--- config.mk ---
export PLATFORM = sky130hd
export DESIGN_NAME = pio_cfg_loader
export DESIGN_NICKNAME = d
export VERILOG_FILES = /design/src/rtl/pio_cfg_loader.sv
export SDC_FILE = /design/constraint.sdc
export NUM_CORES = 1
export LEC_CHECK = 0
export CORE_ASPECT_RATIO = 1.25
export CORE_MARGIN = 2
export CORE_UTILIZATION = 49
export CTS_CLUSTER_SIZE = 16
export DETAILED_ROUTE_END_ITERATION = 7
export DONT_BUFFER_PORTS = 1
export PLACE_DENSITY = 0.68
export SYNTH_ARGS = -nofsm -noshare
export SYNTH_HDL_FRONTEND = slang
export SYNTH_SLANG_ARGS = --single-unit
export TNS_END_PERCENT = 50
--- constraint.sdc ---
create_clock -name i_clk -period 2.39 [get_ports i_clk]
set_input_delay 0.239 -clock i_clk [delete_from_list [all_inputs] [get_ports i_clk]]
set_output_delay 0.239 -clock i_clk [all_outputs]
set_load 0.02 [all_outputs]
--- src/rtl/pio_cfg_loader.sv ---
// Sequencer that loads a PIO program and its setup into one state machine
// through the PIO command port, then enables it, all from a single start pulse.
module pio_cfg_loader #(
    parameter int PROG_DEPTH = 32,
    parameter int INSTR_W    = 16
) (
    input  logic               i_clk,
    input  logic               i_reset,
    input  logic               i_start,
    input  logic [5:0]         i_plen,
    input  logic [1:0]         i_msel,
    input  logic [31:0]        i_pend,
    input  logic [23:0]        i_div,
    input  logic [31:0]        i_pin_grps,
    input  logic               i_prog_we,
    input  logic [4:0]         i_prog_waddr,
    input  logic [INSTR_W-1:0] i_prog_wdata,
    output logic [5:0]         o_action,
    output logic [4:0]         o_index,
    output logic [1:0]         o_mindex,
    output logic [31:0]        o_din,
    output logic               o_busy,
    output logic               o_done,
    output logic               o_err
);
    localparam logic [5:0] A_NONE  = 6'd0;
    localparam logic [5:0] A_INSTR = 6'd1;
    localparam logic [5:0] A_PEND  = 6'd2;
    localparam logic [5:0] A_GRPS  = 6'd5;
    localparam logic [5:0] A_EN    = 6'd6;
    localparam logic [5:0] A_DIV   = 6'd7;
    localparam logic [6:0] DEPTH_L = 7'(PROG_DEPTH);

    typedef enum logic [2:0] {
        S_IDLE, S_INSTR, S_PEND, S_DIV, S_GRPS, S_EN
    } state_t;

    // State names the command currently on the outputs, not the next one.
    state_t             r_state;
    logic [5:0]         r_cnt;
    logic [5:0]         r_plen;
    logic [31:0]        r_pend;
    logic [23:0]        r_div;
    logic [31:0]        r_grps;
    logic [5:0]         r_action;
    logic [4:0]         r_index;
    logic [1:0]         r_mindex;
    logic [31:0]        r_din;
    logic               r_busy;
    logic               r_done;
    logic               r_err;
    logic [INSTR_W-1:0] r_prog [PROG_DEPTH];

    logic               w_wr_en;
    logic [4:0]         w_rd_addr;
    logic [INSTR_W-1:0] w_rd_data;

    assign w_wr_en   = i_prog_we && !r_busy;
    assign w_rd_addr = (r_state == S_IDLE) ? 5'd0 : r_cnt[4:0];
    // Forward a same-cycle write so the first INSTR sees data written with start.
    assign w_rd_data = (w_wr_en && (i_prog_waddr == w_rd_addr)) ? i_prog_wdata
                                                                 : r_prog[w_rd_addr];

    always_ff @(posedge i_clk) begin
        if (w_wr_en)
            r_prog[i_prog_waddr] <= i_prog_wdata;
    end

    always_ff @(posedge i_clk) begin
        if (!i_reset) begin
            r_state  <= S_IDLE;
            r_cnt    <= '0;
            r_plen   <= '0;
            r_pend   <= '0;
            r_div    <= '0;
            r_grps   <= '0;
            r_action <= A_NONE;
            r_index  <= '0;
            r_mindex <= '0;
            r_din    <= '0;
            r_busy   <= 1'b0;
            r_done   <= 1'b0;
            r_err    <= 1'b0;
        end else begin
            r_done <= 1'b0;
            r_err  <= 1'b0;
            case (r_state)
                S_IDLE: begin
                    if (i_start) begin
                        if ({1'b0, i_plen} > DEPTH_L) begin
                            r_err <= 1'b1;
                        end else begin
                            r_plen   <= i_plen;
                            r_pend   <= i_pend;
                            r_div    <= i_div;
                            r_grps   <= i_pin_grps;
                            r_mindex <= i_msel;
                            r_busy   <= 1'b1;
                            r_index  <= '0;
                            if (i_plen == 6'd0) begin
                                r_state  <= S_PEND;
                                r_action <= A_PEND;
                                r_din    <= i_pend;
                            end else begin
                                r_state  <= S_INSTR;
                                r_action <= A_INSTR;
                                r_din    <= 32'(w_rd_data);
                                r_cnt    <= 6'd1;
                            end
                        end
                    end
                end
                S_INSTR: begin
                    if (r_cnt == r_plen) begin
                        r_state  <= S_PEND;
                        r_action <= A_PEND;
                        r_index  <= '0;
                        r_din    <= r_pend;
                    end else begin
                        r_action <= A_INSTR;
                        r_index  <= r_cnt[4:0];
                        r_din    <= 32'(w_rd_data);
                        r_cnt    <= r_cnt + 6'd1;
                    end
                end
                S_PEND: begin
                    r_state  <= S_DIV;
                    r_action <= A_DIV;
                    r_din    <= {8'b0, r_div};
                end
                S_DIV: begin
                    r_state  <= S_GRPS;
                    r_action <= A_GRPS;
                    r_din    <= r_grps;
                end
                S_GRPS: begin
                    r_state  <= S_EN;
                    r_action <= A_EN;
                    r_din    <= {28'b0, 4'(4'b0001 << r_mindex)};
                end
                S_EN: begin
                    r_state  <= S_IDLE;
                    r_action <= A_NONE;
                    r_index  <= '0;
                    r_mindex <= '0;
                    r_din    <= '0;
                    r_cnt    <= '0;
                    r_busy   <= 1'b0;
                    r_done   <= 1'b1;
                end
                default: r_state <= S_IDLE;
            endcase
        end
    end

    assign o_action = r_action;
    assign o_index  = r_index;
    assign o_mindex = r_mindex;
    assign o_din    = r_din;
    assign o_busy   = r_busy;
    assign o_done   = r_done;
    assign o_err    = r_err;
endmodule

== After elaboration in Yosys (flattened, before gate mapping) ==
Memory sizes are Yosys's and may differ from the RTL's.
Cells that the tools add are included.

* Memories kept: 1
* Bits in writable memories: 512
* Flip-flop bits (word level): 151
* Logic and storage cells: 81

* Bitwise logic cells: 1
* Mux-type cells: 36
* Reduce and logical (&&, ||, !) cells: 15
* Order comparisons: 1
* Eq/ne operators: 12
* Add/sub/neg operators: 1
* Shift-type cells: 1

{| class="wikitable"
|+ Memory list
! name !! depth !! bits a word !! read ports !! clocked after Yosys merged registers in !! write ports !! RTL line !! source
|-
| r_prog || 32 || 16 || 1 || 0 || 1 || 52 || <nowiki>logic [INSTR_W-1:0] r_prog [PROG_DEPTH];</nowiki>
|}

{| class="wikitable"
|+ Operators by type and width
! operator !! count
|-
| 32-bit case mux with 6 select lines || 1
|-
| 32-bit 2-to-1 mux || 4
|-
| 6-bit 2-to-1 mux || 6
|-
| 6-bit case mux with 6 select lines || 1
|-
| 5-bit 2-to-1 mux || 4
|-
| 6-bit case mux with 3 select lines || 1
|-
| 3-bit AND reduction || 6
|-
| 16-bit 2-to-1 mux || 1
|-
| 3-bit case mux with 5 select lines || 1
|-
| 5-bit case mux with 3 select lines || 1
|-
| 2-bit 2-to-1 mux || 5
|-
| 2-bit != test (second input constant) || 5
|-
| 3-bit 2-to-1 mux || 3
|-
| 6-bit by 1-bit adder with 6-bit output (second input constant) || 1
|-
| 3-bit by 2-bit == test with 1-bit output (second input constant) || 2
|-
| 3-bit == test (second input constant) || 2
|-
| 6-bit == test || 1
|-
| 6-bit > comparator (second input constant) || 1
|-
| 6-bit logical NOT || 1
|-
| 1-bit 2-to-1 mux || 6
|-
| 6-bit nonzero test || 1
|-
| 5-bit == test || 1
|-
| 5-bit AND reduction || 1
|-
| 2-bit case mux with 2 select lines || 1
|-
| 9 further kinds || 10
|}

== Longest topological paths before layout ==
Gate-level depths: netlist of run 1.

* Depth after elaboration: 9
* Gate-level depth with buffers: 11
* Depth with buffers taken out: 6

== Least setup slack after synthesis of run 1 ==
OpenSTA, ideal clock, no wires.

* Path type: register -> register
* From: register r_state[2]
* To: register r_din[11], in the netlist o_din[11]
* Cell stages (with the launch flop): 11
* Path slack: -0.252 ns
* Clock period less this slack: 2.642 ns
* Data arrival time: 2.581 ns
* Path through: dfxtp_1 buf_6 or3_1 buf_2 and3_4 or4_4 buf_6 or3_4 buf_6 a311oi_1 o221a_1

* Word-level cells in the longest chain between the ends: 9
* Elaborated cells on any way between the ends: 20
* Classes of those cells: 8 x eq/ne; 7 x mux; 4 x reduce/logical; 1 x memory

{| class="wikitable"
|+ RTL lines
! what !! RTL line !! source
|-
| start: declaration || 39 || <nowiki>state_t r_state;</nowiki>
|-
| start signal: assignment || 71 || <nowiki>r_state <= S_IDLE;</nowiki>
|-
| start signal: assignment || 101 || <nowiki>r_state <= S_PEND;</nowiki>
|-
| start signal: assignment || 105 || <nowiki>r_state <= S_INSTR;</nowiki>
|-
| branches (longest 9 deep; another with memory 32 x 16 bit) || - ||
|-
| end signal: assignment || 103 || <nowiki>r_din <= i_pend;</nowiki>
|-
| end signal: assignment || 107 || <nowiki>r_din <= 32'(w_rd_data);</nowiki>
|-
| end signal: assignment || 118 || <nowiki>r_din <= r_pend;</nowiki>
|-
| end: declaration || 48 || <nowiki>logic [31:0] r_din;</nowiki>
|}

Parallel ways; which one is timed is not known. The select of a mux whose other input is x is not followed.
A chain may end at the register's enable or synchronous reset.

== Final worst setup path of run 1 ==
* From: register r_cnt[0]
* To: register r_din[5], in the netlist o_din[5]

* Word-level cells in the longest chain between the ends: 8
* Elaborated cells on any way between the ends: 11
* Classes of those cells: 2 x eq/ne; 7 x mux; 1 x reduce/logical; 1 x memory

{| class="wikitable"
|+ RTL lines
! what !! RTL line !! source
|-
| start: declaration || 40 || <nowiki>logic [5:0] r_cnt;</nowiki>
|-
| start signal: assignment || 123 || <nowiki>r_cnt <= r_cnt + 6'd1;</nowiki>
|-
| branches (longest 7 deep; another with memory 32 x 16 bit) || - ||
|-
| 32-bit case mux with 6 select lines * || 87 || <nowiki>case (r_state)</nowiki>
|}

Mark *: on every way between the ends. The select of a mux whose other input is x is not followed.

==> impl_metrics.yaml, run 1 <==
run_status:
  result_of_the_run: "finished with violations"
  failed_checks: "hold timing, setup timing"
logic_synthesis:
  synth_cell_types: 68
  postSynth.asyncResetShare_pct: 0
  count_of_warnings_emitted_by_yosys: 0
  mappedNetlistArea_um2: 26900
  synthFlopType: "edfxtp_1"
  synth_seq_cells: 660
  number_of_synthesized_flops_with_an_enable_pin: 512
  yosysSeqAreaShare_pct: 68.1
  synth.avg_cell_area_um2: 13.3
  yosys.area.top_type_share_pct: 57.1
  yosys-top-cells-area: "edfxtp_1 (57%), dfxtp_1 (11%), mux2i_1 (5.2%)"
  netlist.top_cell.by_area: "edfxtp_1"
  post_synth_inst_count: 2031
cts:
  clock_tree.root_cell: "clkbuf_16"
  clock_latency_ns: 0.62
  tritoncts: "yes"
  clock_tree.buffer_depth: 3
  clkSlewWorstSetupHoldPaths_ns: 0.06
  cts_sinks: 660
  cts_hold_buffers: 132
  cts_made_buffers: 66
  clock_tree.htree_level_count: 3
sta:
  finalHoldViolations: 20
  skew_ns: 0.0237
  slew_violations: 0
  layout_worst_path_cycle_share_pct: 102
  post-route-worst-setup-slack_ns: -0.0482
  setup_tns_ns: -0.291
  clock.fmax_mhz: 410
  worst_slew_margin_rel_pct: 37.1
  tightestPinTransition_ns: 0.942
  hold_slack_ns: -0.219
  setup_violations: 11
  timing.final.crit_period_ns: 2.44
  rsz0062_at_grt: "true"
finish:
  final_common_cell: "edfxtp_1"
  drive_gt1_share_pct: 18.5
  fin_util_pct: 60.9
  final_nets: 2393
  fillers: 4077
  layout.cells.most_common_list: "edfxtp_1 (512), nand2_1 (248), a21oi_1 (192)"
  layout-area-overhead-vs-synth_pct: 23.6
  layout.cell_area.non_filler_um2: 33300
place:
  buffer_ports.inserted: 0
  placed_cell_areas_um2: 29000
  place_hpwl_um: 50600
  globalplace.congestion: 0.958
floorplanning:
  horizontal_die_dimension_um: 214
  ioPinCount: 169
  coreArea_um2: 54700
  floorplan.rows: 96
  chipHeight_um: 266
  die_area_um2: 56900
  floorplan.initialDensity_pct: 49.3
worst_setup_path:
  critical_path_peak_fanout: 7
  crit_path_end_kind: "register"
  worst-setup-path-type: "reg -> reg"
  critical_path_required_ns: 2.88
  critPathLaunchType: "register"
  critPathArrivalTime_ns: 2.93
drt:
  drtIter0Drc: 2632
  avgViaCountPerCell: 6.29
  dr_total_vias: 19300
  postRouteAntennaNets: 0
  routedWlPerCell_um: 27.5
  routed_wirelength_um: 84400
  drc_errors_left: 0
  drt-pass1-iter-count: 6
grt:
  grt_pass1_vias: 18600
  grt_first_pass_wirelength_um: 120000
  overall_routing_resource_usage_pct: 29.1
  gr-total-overflow: 0
  antenna_found_initial: 12
  grt_max_degree: 98
power:
  power_mw: 26.8
  leakage_nw: 10.8
  power.ir.vdd_worst_v: 0.000548
  ratio_of_total_power_to_cell_area_nw_per_um2: 804
flow_run:
  cap_viol_max_count: 0
min_path:
  hp-class: "in -> reg"
## logic make-up after synthesis
| kind of cell | Yosys count | share of synthesized area (%) |
|---|---|---|
| simple gates | 442 | 7.19 |
| other cells | 1 | 0.0139 |
| xor+xnor | 11 | 0.358 |
| mux | 167 | 6.96 |
| flops | 660 | 68.1 |
| buf+inv | 178 | 2.66 |
| fa+ha+maj | 1 | 0.0465 |
| compound gates | 571 | 14.7 |
## synthesized netlist by cell type, types with 21 or more instances
cell type and n:
edfxtp_1 512, nand2_1 248, a21oi_1 192, dfxtp_1 148, mux2i_1 141, clkbuf_1 128
nor2_1 85, o21ai_0 56, a211oi_1 48, o2bb2ai_1 44, buf_1 25, nor3_1 24
nor4_1 23, a221oi_1 22, a2bb2oi_1 21
## worst paths after layout
check	start	to	slack (ns)	depth (start not counted)
setup / recovery	r_cnt[0]	o_din[5]	-0.05	8
hold / removal	i_reset	o_din[1]	-0.22	2
setup reg to reg	r_cnt[0]	o_din[5]	-0.05	8
hold reg to reg	r_div[18]	r_div[18]	0.46	2
## area by class of cell
class / count / area (µm²) / area share, %
Inverter: 7 / 27.5 / 0.0827
Multi-Input combinational cell: 1196 / 8280 / 24.9
Clock inverter: 32 / 335 / 1.01
Timing Repair Buffer: 340 / 3440 / 10.3
Tap cell: 735 / 920 / 2.76
Antenna cell: 9 / 22.5 / 0.0677
Sequential cell: 660 / 18400 / 55.2
Clock buffer: 87 / 1900 / 5.71
## critical path, stage by stage (launching register included)
cell and delay, ns:
dfxtp_4 0.45, buf_6 0.17, buf_12 0.11, buf_4 0.16, mux4_2 0.53, a221o_1 0.35, o31ai_1 0.12, a31oi_2 0.18
o221a_2 0.25
## power breakdown
group | switching, mW | internal [mW]
registers | 0.298 | 12.6
logic | 1.87 | 1.39
clock network | 4.34 | 6.27
## flip-flops by register name (all words and copies together), names as in the netlist
register,count
o_action,3
o_busy,1
o_din,32
o_done,1
o_err,1
o_index,5
o_mindex,2
r_cnt,6
r_div,24
r_grps,32
r_pend,32
r_plen,6
r_prog,512
r_state,3
## metal layers
layer / GRT usage [%] / up-vias / share of wire, %
li1: - / 8393 / -
met3: 7.56 / 267 / 10
met1: 35.3 / 9528 / 36
met4: 17.6 / 10 / 6.0
met2: 46.7 / 1097 / 47
met5: 0 / - / 0.084
## metrics by stage
stage | hold WS [ns] | setup slack (ns) | std cells
global route | -0.230 | -0.105 | 3066
CTS | -0.244 | -0.0410 | 3048
detailed placement | 0.341 | -0.203 | 2788
global placement | 0.341 | -0.190 | 2788
finish | -0.219 | -0.0482 | 3066
floorplan | 0.338 | -0.252 | 2033
## timing repair
item	in CTS	in global routing
pin swaps	3	6
buffers inserted	7	8
gates cloned	2	1
endpoints found under the hold margin	648	18
endpoints found under the setup margin	18	21
resized for setup	43	31
Power figures use the tool's default switching activity.
==> run 2, diff against run 1 <==
HOLD_SLACK_MARGIN = 0.02   (was unset)
==> run 2 against run 1 <==
- sequential share of layout area increased by 0.085 points
- power decreased by 0.23%
- the run still ends with hold timing, setup timing left
- critical endpoint unchanged
- fmax about the same
- largest power group unchanged
- highest routed layer unchanged
- via count is 0.29% lower
==> impl_metrics.yaml, run 2 (same netlist as run 1, synthesis figures left out) <==
grt:
  antenna_found_initial: 14
  overall_routing_resource_usage_pct: 29.2
  gr-total-overflow: 0
  grt_first_pass_wirelength_um: 120000
  grt_max_degree: 98
  grt_pass1_vias: 18600
drt:
  avgViaCountPerCell: 6.28
  routed_wirelength_um: 84000
  drt-pass1-iter-count: 6
  drc_errors_left: 0
  postRouteAntennaNets: 0
  routedWlPerCell_um: 27.4
  dr_total_vias: 19200
  drtIter0Drc: 2551
worst_setup_path:
  r2r_start: "r_cnt[0]"
  crit_chain: "buf_6 > buf_12 > buf_4 > mux4_2 > a221o_1 > o31ai_1 > a31oi_2 > o221a_2"
  critical-path-top-delay-family: "compound AO/OA/AOI/OAI gates"
  critical_path_required_ns: 2.88
  r2r-end: "o_din[5]"
  path_buf_inv: 3
  critPathLaunchType: "register"
  worst-setup-path-type: "reg -> reg"
  critical_path.slowest_cell: "mux4_2"
  cp-startpoint: "r_cnt[0]"
  crit_path_max_incr_delay_ns: 0.53
  critPathArrivalTime_ns: 2.93
  r2r_cells: 8
  critical_path_peak_fanout: 6
  crit_path_end_kind: "register"
  r2r_slack_ns: -0.05
finish:
  layout-area-overhead-vs-synth_pct: 23.4
  largest_register_ff_count: 512
  drive_gt1_share_pct: 18.4
  largest-register: "r_prog"
  final_common_cell: "edfxtp_1"
  layout.cells.most_common_list: "edfxtp_1 (512), nand2_1 (248), a21oi_1 (192)"
  final_nets: 2392
  layout.cell_area.non_filler_um2: 33200
floorplanning:
  floorplan.rows: 96
  coreArea_um2: 54700
  horizontal_die_dimension_um: 214
  die_area_um2: 56900
  floorplan.initialDensity_pct: 49.3
  ioPinCount: 169
  chipHeight_um: 266
sta:
  tightestPinTransition_ns: 0.948
  layout_worst_path_cycle_share_pct: 102
  timing.final.crit_period_ns: 2.44
  setup_tns_ns: -0.229
  post-route-worst-setup-slack_ns: -0.0472
  worst_slew_margin_rel_pct: 36.6
  setup_violations: 11
  clock.fmax_mhz: 410
  rsz0062_at_grt: "true"
  slew_violations: 0
  finalHoldViolations: 20
  skew_ns: 0.0219
  hold_slack_ns: -0.220
place:
  placed_cell_areas_um2: 29000
  place_hpwl_um: 50600
  globalplace.congestion: 0.958
  buffer_ports.inserted: 0
cts:
  cts_hold_buffers: 134
  clock_tree.root_cell: "clkbuf_16"
  clock_tree.buffer_depth: 3
  tritoncts: "yes"
  clock_latency_ns: 0.62
  clkSlewWorstSetupHoldPaths_ns: 0.06
  cts_made_buffers: 66
  clock_tree.htree_level_count: 3
  cts_sinks: 660
power:
  power_mw: 26.7
  leakage_nw: 10.8
  ratio_of_total_power_to_cell_area_nw_per_um2: 804
  power.ir.vdd_worst_v: 0.000545
min_path:
  hp-class: "in -> reg"
  holdCritStartpoint: "i_reset"
  hold_path_end: "o_din[12]"
  whs_path_depth: 1
flow_run:
  cap_viol_max_count: 0
run_status:
  result_of_the_run: "finished with violations"
  failed_checks: "hold timing, setup timing"
[run 2: cell types whose count changed in the layout (fill, tap and decap cells not counted)]
cell	change
buf_16	-1
diode_2	+1
o2111ai_2	-1
buf_6	-2
dlygate4sd3_1	+2
clkbuf_16	-1
o21ai_0	+1
o21ai_1	-1
o2111ai_1	+1
buf_4	+1
[run 2: final cells by class]
type / instances / area, µm²
antenna: 10 / 25.0
clock buffer: 87 / 1900
clock inverter: 32 / 335
fill: 4089 / 21400
inverter: 7 / 27.5
multi-input combinational: 1196 / 8270
sequential: 660 / 18400
tap: 735 / 920
timing repair buffer: 339 / 3390
[run 2: worst max path at each step]
stage                     end  slack [ns]  depth (start not counted)
floorplan           o_din[11]       -0.25                         10
global placement    o_din[15]       -0.19                          8
detailed placement  o_din[15]       -0.20                          8
CTS                  o_din[8]       -0.04                          6
global route        o_din[11]       -0.11                          6
finish               o_din[5]       -0.05                          8
[run 2: through the flow]
step | util (%) | std cells | worst slack (ns)
2_1_floorplan | - | 2033 | -0.252
3_3_place_gp | 53.0 | 2788 | -0.190
3_5_place_dp | 53.0 | 2788 | -0.203
4_1_cts | 60.4 | 3050 | -0.0410
5_1_grt | 60.8 | 3066 | -0.105
6_report | 60.8 | 3066 | -0.0472
[run 2: where the power goes]
group	internal (mW)	switching, mW
Combinational	1.36	1.85
Clock	6.27	4.33
Sequential	12.6	0.299
[run 2: metal layers]
| metal | part of all wire, % | global-route usage, % | vias to the layer above |
|---|---|---|---|
| met3 | 10 | 7.77 | 284 |
| met2 | 47 | 46.8 | 1084 |
| met5 | 0.11 | 0 | - |
| met4 | 6.1 | 17.6 | 14 |
| met1 | 37 | 35.1 | 9466 |
| li1 | - | - | 8392 |
[run 2: worst register-to-register path, cell delays in order (launching register included)]
cell and delay (ns):
dfxtp_4 0.45, buf_6 0.17, buf_12 0.12, buf_4 0.16
mux4_2 0.54, a221o_1 0.36, o31ai_1 0.12, a31oi_2 0.18
o221a_2 0.25
[run 2: repair_timing]
item / 4_1_cts / 5_1_grt
setup endpoints to repair: 18 / 21
buffers inserted: 7 / 6
cloned: 2 / 0
hold endpoints to repair: 649 / 18
pin swaps: 3 / 6
resized for setup: 43 / 26
==> run 3, diff against run 2 <==
CAP_MARGIN = 5   (was unset)
==> results of run 3 <==
No change in the layout: final DEF, timing and power equal those of run 2.
